File: config.mk
export PLATFORM = sky130hd
export DESIGN_NAME = booth_dot_accumulator
export DESIGN_NICKNAME = d
export VERILOG_FILES = /design/src/rtl/booth_dot_accumulator_pkg.sv /design/src/rtl/boothmultiplier.sv /design/src/rtl/booth_dot_accumulator.sv
export SDC_FILE = /design/constraint.sdc
export NUM_CORES = 1
export LEC_CHECK = 0
export CAP_MARGIN = 15
export CELL_PAD_IN_SITES_DETAIL_PLACEMENT = 1
export CELL_PAD_IN_SITES_GLOBAL_PLACEMENT = 2
export CORE_ASPECT_RATIO = 1.4
export CORE_MARGIN = 2
export CORE_UTILIZATION = 42
export CTS_CLUSTER_SIZE = 8
export DETAILED_ROUTE_END_ITERATION = 16
export DONT_BUFFER_PORTS = 1
export PLACE_DENSITY_LB_ADDON = 0.1
export SYNTH_ARGS = -nofsm -noshare
export SYNTH_HDL_FRONTEND = slang
export SYNTH_SLANG_ARGS = --single-unit
File: constraint.sdc
create_clock -name clk -period 17.8 [get_ports clk]
set_input_delay 0.89 -clock clk [delete_from_list [all_inputs] [get_ports clk]]
set_output_delay 0.89 -clock clk [all_outputs]
set_load 0.005 [all_outputs]
File: src/rtl/booth_dot_accumulator_pkg.sv
// Shared definitions for the Booth dot-product accumulator: operand/product
// widths and the frame control state encoding.
package booth_dot_accumulator_pkg;

  localparam int OPW   = 8;
  localparam int PRODW = 16;

  typedef enum logic [1:0] {
    ST_ACC   = 2'd0,
    ST_FLUSH = 2'd1,
    ST_HOLD  = 2'd2
  } state_t;

endpackage

File: src/rtl/boothmultiplier.sv
// Combinational 8x8 signed radix-4 Booth multiplier; i_a is recoded,
// i_b is the multiplicand.
module boothmultiplier
  import booth_dot_accumulator_pkg::*;
(
  input  logic signed [OPW-1:0]   i_a,
  input  logic signed [OPW-1:0]   i_b,
  output logic signed [PRODW-1:0] o_prod
);

  logic        [OPW:0]       w_rec;
  logic signed [PRODW-1:0]   w_mcand;
  logic signed [PRODW-1:0]   w_pp;
  logic signed [PRODW-1:0]   w_sum;

  // Implicit zero below the LSB starts the overlapping 3-bit recoding windows.
  assign w_rec   = {i_a, 1'b0};
  assign w_mcand = {{(PRODW-OPW){i_b[OPW-1]}}, i_b};

  always_comb begin
    w_sum = '0;
    w_pp  = '0;
    for (int i = 0; i < OPW/2; i++) begin
      case (w_rec[2*i +: 3])
        3'b001, 3'b010: w_pp = w_mcand;
        3'b011:         w_pp = w_mcand <<< 1;
        3'b100:         w_pp = -(w_mcand <<< 1);
        3'b101, 3'b110: w_pp = -w_mcand;
        default:        w_pp = '0;
      endcase
      w_sum = w_sum + (w_pp <<< (2*i));
    end
  end

  assign o_prod = w_sum;

endmodule

File: src/rtl/booth_dot_accumulator.sv
// Streams signed operand pairs through one Booth multiplier and sums LEN
// products per frame into a saturating or wrapping dot-product result.
module booth_dot_accumulator
  import booth_dot_accumulator_pkg::*;
#(
  parameter int LEN   = 8,
  parameter int ACC_W = 20,
  parameter int SAT   = 1
)(
  input  logic                    clk,
  input  logic                    rst_n,
  input  logic                    clr,
  input  logic                    in_valid,
  output logic                    in_ready,
  input  logic signed [OPW-1:0]   in_a,
  input  logic signed [OPW-1:0]   in_b,
  output logic                    out_valid,
  input  logic                    out_ready,
  output logic signed [ACC_W-1:0] out_data,
  output logic                    out_ovf
);

  localparam int               CNT_W = $clog2(LEN + 1);
  localparam logic [CNT_W-1:0] LAST  = CNT_W'(LEN - 1);

  state_t r_state, w_state_nxt;

  logic signed [OPW-1:0]   r_a_p0, r_b_p0;
  logic                    r_vld_p0;
  logic [CNT_W-1:0]        r_cnt;
  logic signed [ACC_W-1:0] r_acc_p1;
  logic                    r_ovf_p1;
  logic signed [ACC_W-1:0] r_out_data;
  logic                    r_out_ovf;
  logic                    r_out_valid;

  logic                    w_in_ready;
  logic                    w_accept;
  logic signed [PRODW-1:0] w_prod;
  logic signed [ACC_W:0]   w_sum;
  logic                    w_event;
  logic signed [ACC_W-1:0] w_acc_nxt;

  function automatic logic signed [ACC_W:0] sext_prod(input logic signed [PRODW-1:0] p);
    return {{(ACC_W+1-PRODW){p[PRODW-1]}}, p};
  endfunction

  function automatic logic out_of_range(input logic signed [ACC_W:0] s);
    return s[ACC_W] ^ s[ACC_W-1];
  endfunction

  function automatic logic signed [ACC_W-1:0] sat_or_wrap(input logic signed [ACC_W:0] s);
    logic signed [ACC_W-1:0] v;
    v = s[ACC_W-1:0];
    if ((SAT != 0) && out_of_range(s))
      v = s[ACC_W] ? {1'b1, {(ACC_W-1){1'b0}}} : {1'b0, {(ACC_W-1){1'b1}}};
    return v;
  endfunction

  boothmultiplier u_mult (
    .i_a    (r_a_p0),
    .i_b    (r_b_p0),
    .o_prod (w_prod)
  );

  assign w_sum     = {r_acc_p1[ACC_W-1], r_acc_p1} + sext_prod(w_prod);
  assign w_event   = out_of_range(w_sum);
  assign w_acc_nxt = sat_or_wrap(w_sum);
  assign w_accept  = in_valid & w_in_ready & ~clr;

  always_ff @(posedge clk or negedge rst_n) begin
    if (!rst_n) r_state <= ST_ACC;
    else        r_state <= w_state_nxt;
  end

  always_comb begin
    w_state_nxt = r_state;
    w_in_ready  = 1'b0;
    case (r_state)
      ST_ACC: begin
        w_in_ready = 1'b1;
        if (in_valid && (r_cnt == LAST)) w_state_nxt = ST_FLUSH;
      end
      ST_FLUSH: w_state_nxt = ST_HOLD;
      ST_HOLD:  if (out_ready) w_state_nxt = ST_ACC;
      default:  w_state_nxt = ST_ACC;
    endcase
    if (clr) w_state_nxt = ST_ACC;
  end

  // Stage p0: operand capture; stage p1: product accumulation and frame close.
  always_ff @(posedge clk or negedge rst_n) begin
    if (!rst_n) begin
      r_a_p0      <= '0;
      r_b_p0      <= '0;
      r_vld_p0    <= 1'b0;
      r_cnt       <= '0;
      r_acc_p1    <= '0;
      r_ovf_p1    <= 1'b0;
      r_out_data  <= '0;
      r_out_ovf   <= 1'b0;
      r_out_valid <= 1'b0;
    end else if (clr) begin
      r_vld_p0    <= 1'b0;
      r_cnt       <= '0;
      r_acc_p1    <= '0;
      r_ovf_p1    <= 1'b0;
      r_out_valid <= 1'b0;
    end else begin
      r_vld_p0 <= w_accept;
      if (w_accept) begin
        r_a_p0 <= in_a;
        r_b_p0 <= in_b;
        r_cnt  <= r_cnt + 1'b1;
      end
      if (r_state == ST_FLUSH) begin
        r_out_data  <= w_acc_nxt;
        r_out_ovf   <= r_ovf_p1 | w_event;
        r_out_valid <= 1'b1;
        r_acc_p1    <= '0;
        r_ovf_p1    <= 1'b0;
        r_cnt       <= '0;
      end else if (r_vld_p0) begin
        r_acc_p1 <= w_acc_nxt;
        r_ovf_p1 <= r_ovf_p1 | w_event;
      end
      if ((r_state == ST_HOLD) && out_ready) r_out_valid <= 1'b0;
    end
  end

  assign in_ready  = w_in_ready;
  assign out_valid = r_out_valid;
  assign out_data  = r_out_data;
  assign out_ovf   = r_out_ovf;

endmodule
==> results of run 1 <==
[final timing paths]
path,start,end,cells after the start
max,r_b_p0[2]$_DFFE_PN0P_,r_acc_p1[5]$_DFFE_PN0P_,26
min,rst_n,out_data[1]$_DFFE_PN0P_,0
max reg2reg,r_b_p0[2]$_DFFE_PN0P_,r_acc_p1[5]$_DFFE_PN0P_,26
min reg2reg,r_ovf_p1$_DFFE_PN0P_,r_ovf_p1$_DFFE_PN0P_,2
max in group asynchronous,rst_n,r_acc_p1[19]$_DFFE_PN0P_,0
min in group clk,r_ovf_p1$_DFFE_PN0P_,r_ovf_p1$_DFFE_PN0P_,2
[routing by layer]
metal  wire length, um  global-route usage (%)  up-vias  part of all wire [%]
met1              8030                    27.4     2903                    42
met4               374                    7.66        0                   1.9
met3               464                    3.59       26                   2.4
met2             10400                    44.2       81                    54
li1                  -                       -     2831                     -
met5                 0                       0        -                     0
[kinds of logic after synthesis]
group,count (synthesis),share of synthesized area (%)
xor+xnor,45,6.18
flops,66,25.0
fa+ha+maj,79,16.8
buf+inv,112,6.44
mux,25,4.25
simple gates,230,16.5
compound gates,272,24.7
[flip-flops by register name, indices dropped and copies added (netlist names)]
signal and count:
r_cnt 4, r_ovf_p1 1, r_a_p0 8, r_state 2, r_vld_p0 1, r_acc_p1 20, out_ovf 1, out_data 20
r_b_p0 8, out_valid 1
[stage by stage]
stage / std cells / worst slack, ns / utilization [%] / hold slack, ns / area [um2]
floorplan: 829 / 10.92 / - / 0.456 / 6600
global placement: 975 / 9.67 / 43.2 / 0.469 / 6690
detailed placement: 975 / 9.50 / 43.2 / 0.490 / 6690
CTS: 991 / 9.42 / 45.4 / 0.226 / 7020
global route: 992 / 8.92 / 45.4 / 0.220 / 7030
finish: 992 / 9.49 / 45.4 / 0.240 / 7030
[cells in the final DEF, fill, tap and decap left out, types with 10 or more instances in the layout]
cell	count
o21ai_0	98
inv_1	54
a31oi_1	14
a21o_1	13
mux2i_1	10
a21oi_1	70
nor2_1	54
a211oi_1	12
dfrtp_1	66
o21ai_1	11
ha_1	40
o211ai_1	10
nand2b_1	16
mux2_2	14
nor3_1	15
xnor2_1	25
and2_1	10
fa_1	22
nand2_1	84
maj3_1	17
and3_1	10
xor2_1	19
[layout make-up]
| type | instances | area (um2) |
|---|---|---|
| clock buffer | 10 | 239 |
| tap | 196 | 245 |
| clock inverter | 6 | 88.8 |
| inverter | 57 | 214 |
| sequential | 66 | 1650 |
| fill | 1899 | 8440 |
| timing repair buffer | 6 | 52.6 |
| multi-input combinational | 651 | 4540 |
==> run summary, run 1 <==
Sequential fraction of the synthesis area = 25.0%
Most frequent cells after synthesis = o21ai_0, nand2_1, a21oi_1
Placer congestion estimate = 0.844
Setup-failing EPs final = 0
GRT Total Usage = 23.9%
Synth Net Count = 912
Largest net degree at the start of global routing = 67
TNS Setup = 0 ns
Detailed Place HPWL = 14700 um
Die area = 0.0168 mm2
PortBufs = 0
Critical Path Max Stage Delay = 0.58 ns
TritonCTS clock tree = built
Wire length of the first global-routing pass = 31600 um
Layout overhead on the synthesized area = 6.52%
Max Cap Violations = 0
Worst-margin pin slew = 1.12 ns
Mean Syn Cell Area = 7.96 um2
Starting DRC count in detailed routing = 196
Remaining DRCs = 0
Yosys cell types = 63
CP arrival = 8.47 ns
Period utilization = 46.7%
Drt first pass iters = 4
# diodes = 0
Die X = 110 um
Flop2flop setup slack = 9.49 ns
Die Y = 152 um
Final hold violation count = 0
Clock tree buffer depth = 2
Relative slew slack = 25.1%
Detail Route Antenna Nets = 0
Delay-heaviest family, CP = adder cells
Syn Std Cell Area = 0.00660 mm2
# IOs = 44
Worst-Skew Late Latency = 0.34 ns
Post-synth EDFFs = 0
HP Class = input pin to async pin
Fmax = 120 MHz
Row count = 54
Buf/Inv on CP = 3
Yosys top cell by area = dfrtp_1
Vias in the first global route = 6214
Worst Path Max Fanout = 17
Cell repeated most along the worst path = a21oi_1
H-tree Lvls = 3
Synth warnings = 0
CTS Buf Count = 9
Vias = 5841
Synth area leaders = dfrtp_1, ha_1, o21ai_0, fa_1, a21oi_1
Cells after Synth = 829
Max Clock Skew = 0.00857 ns
Fraction of layout cells with a size suffix above 1 = 5.90%
Pins over their slew limit = 0
Vias per std cell = 5.89
Core area = 0.0155 mm2
Yosys reg bits = 66
CTS root buf = clkbuf_16
Crit. End Element = flop
Crit path kind = flop to flop
Clk sinks = 66
Synth async-reset ratio = 100%
Resized cells post-CTS = 0
Slowest library cell on the worst path = or3_1
Remaining Overflow, GRT = 0
Synth top area share = 25.0%
Antenna violations before repair = 0
DR WL/cell = 19.5 um
CP startpoint kind = flop
Count leader, synth = o21ai_0
Worst endpoint required time = 17.96 ns
Post-Route WL = 19300 um
Top FF cell, synth = dfrtp_1
RSZ-0062 raised after global routing = false
Reg clk slew, reported paths = 0.06 ns
Initial Util = 42.7%
Post-layout net count = 874
Min cycle time layout = 8.31 ns
Status = finished clean
CTS Hold Buffers Added = 0
Post-CTS setup buffer count = 0
Power of run 1 is left out: the tool's default activity adds up to more than one toggle a clock period on the data nets, which glitch-free logic cannot reach.
==> run 2, diff against run 1 <==
CORE_UTILIZATION = 36   (was 42)
clock period = 7.5 ns   (was 17.8 ns; I/O delays follow)
==> run summary, run 2 (synthesis results as in run 1) <==
Vias per std cell = 5.61
Fmax = 141 MHz
Die Y = 164 um
TritonCTS clock tree = built
Starting DRC count in detailed routing = 176
CP startpoint kind = flop
Row count = 58
Final hold violation count = 0
CP arrival = 7.36 ns
Most common cell after layout, fill and taps aside = o21ai_0
Slowest library cell on the worst path = fa_1
Dpl ws = -0.00731 ns
Worst-Skew Late Latency = 0.35 ns
Fin area = 0.00745 mm2
Worst-margin pin slew = 0.820 ns
Vias in the first global route = 6527
Clock tree buffer depth = 2
HP Class = input pin to flop
Cell repeated most along the worst path = inv_1
Reg clk slew, reported paths = 0.07 ns
GRT Total Usage = 21.8%
Crit. End Element = flop
Fraction of layout cells with a size suffix above 1 = 12.1%
Area after DPL = 0.00700 mm2
Max Clock Skew = 0.0132 ns
Detailed Place HPWL = 15800 um
PortBufs = 0
CTS Buf Count = 9
Min cycle time layout = 7.09 ns
Wire length of the first global-routing pass = 34000 um
Clk sinks = 66
Pins over their slew limit = 0
# diodes = 0
Setup-failing EPs final = 0
Relative slew slack = 44.9%
Post-Route WL = 20300 um
Critical Path Max Stage Delay = 0.53 ns
Post-layout net count = 913
Remaining Overflow, GRT = 0
Antenna violations before repair = 0
Most frequent cells in the layout = o21ai_0, nand2_1, a21oi_1
Drt first pass iters = 4
# IOs = 44
Die X = 118 um
Detail Route Antenna Nets = 0
Worst Path Max Fanout = 17
Remaining DRCs = 0
Final worst slack = 0.406 ns
Max Cap Violations = 0
Initial Util = 36.7%
Worst endpoint required time = 7.77 ns
Placer congestion estimate = 0.856
Status = finished clean
DR WL/cell = 18.9 um
Crit path kind = flop to flop
Layout overhead on the synthesized area = 12.8%
Die area = 0.0195 mm2
Largest net degree at the start of global routing = 67
Core area = 0.0180 mm2
Vias = 6026
Period utilization = 94.6%
H-tree Lvls = 3
CTS root buf = clkbuf_16
[run 2: layer usage]
layer  GRT usage (%)  vias up  part of all wire, %
met4            7.47        0                  2.6
met3            2.95       31                  2.4
met2            41.6       90                   53
li1                -     2920                    -
met5               0        -                    0
met1            24.8     2985                   42
[run 2: final cells by class]
cell class                      count  area, um2
Fill cell                        2243      10500
Clock inverter                      7       53.8
Multi-Input combinational cell    651       4620
Timing Repair Buffer               45        380
Tap cell                          240        300
Clock buffer                        9        225
Inverter                           57        214
Sequential cell                    66       1650
[run 2: what timing repair did]
action                                  in CTS  in global routing
buffers inserted                             0                  3
hold buffers                                 2                  0
endpoints found under the setup margin      14                 40
endpoints found under the hold margin       66                  0
pin swaps                                    0                  2
resized for setup                            1                 20
[run 2: worst max-delay path: cells and delay by family, from the launching register on]
| family | cells | cell delay (ns) |
|---|---|---|
| and+or+nand+nor | 5 | 1.17 |
| AOI/OAI and AO/OA | 11 | 2.04 |
| adders and majority gates | 6 | 2.29 |
| xor gates and xnor gates | 2 | 0.34 |
| buffers and inverters | 6 | 0.69 |
| DFF | 1 | 0.46 |
[run 2: metrics by stage]
step                hold WS (ns)  setup TNS [ns]  instances  util [%]
floorplan                 0.0794               0        829         -
global placement          0.0812               0       1053      38.9
detailed placement        0.0814        -0.00731       1053      38.9
CTS                       0.0778               0       1071      40.7
global route              0.0840          -0.263       1075      41.4
finish                    0.0949               0       1075      41.4
[run 2: path summary, 6_finish.rpt]
kind / start / endpoint / slack, ns / cells past startpoint
worst max-delay path: r_b_p0[1]$_DFFE_PN0P_ / r_acc_p1[5]$_DFFE_PN0P_ / 0.41 / 30
worst min-delay path: clr / r_cnt[2]$_DFFE_PN0P_ / 0.09 / 1
worst max register to register: r_b_p0[1]$_DFFE_PN0P_ / r_acc_p1[5]$_DFFE_PN0P_ / 0.41 / 30
worst min register to register: r_ovf_p1$_DFFE_PN0P_ / r_ovf_p1$_DFFE_PN0P_ / 0.49 / 2
max in group asynchronous: rst_n / r_a_p0[5]$_DFFE_PN0P_ / 6.63 / 2
min in group asynchronous: rst_n / out_data[1]$_DFFE_PN0P_ / 0.58 / 2
Power of run 2 is left out for the same reason.
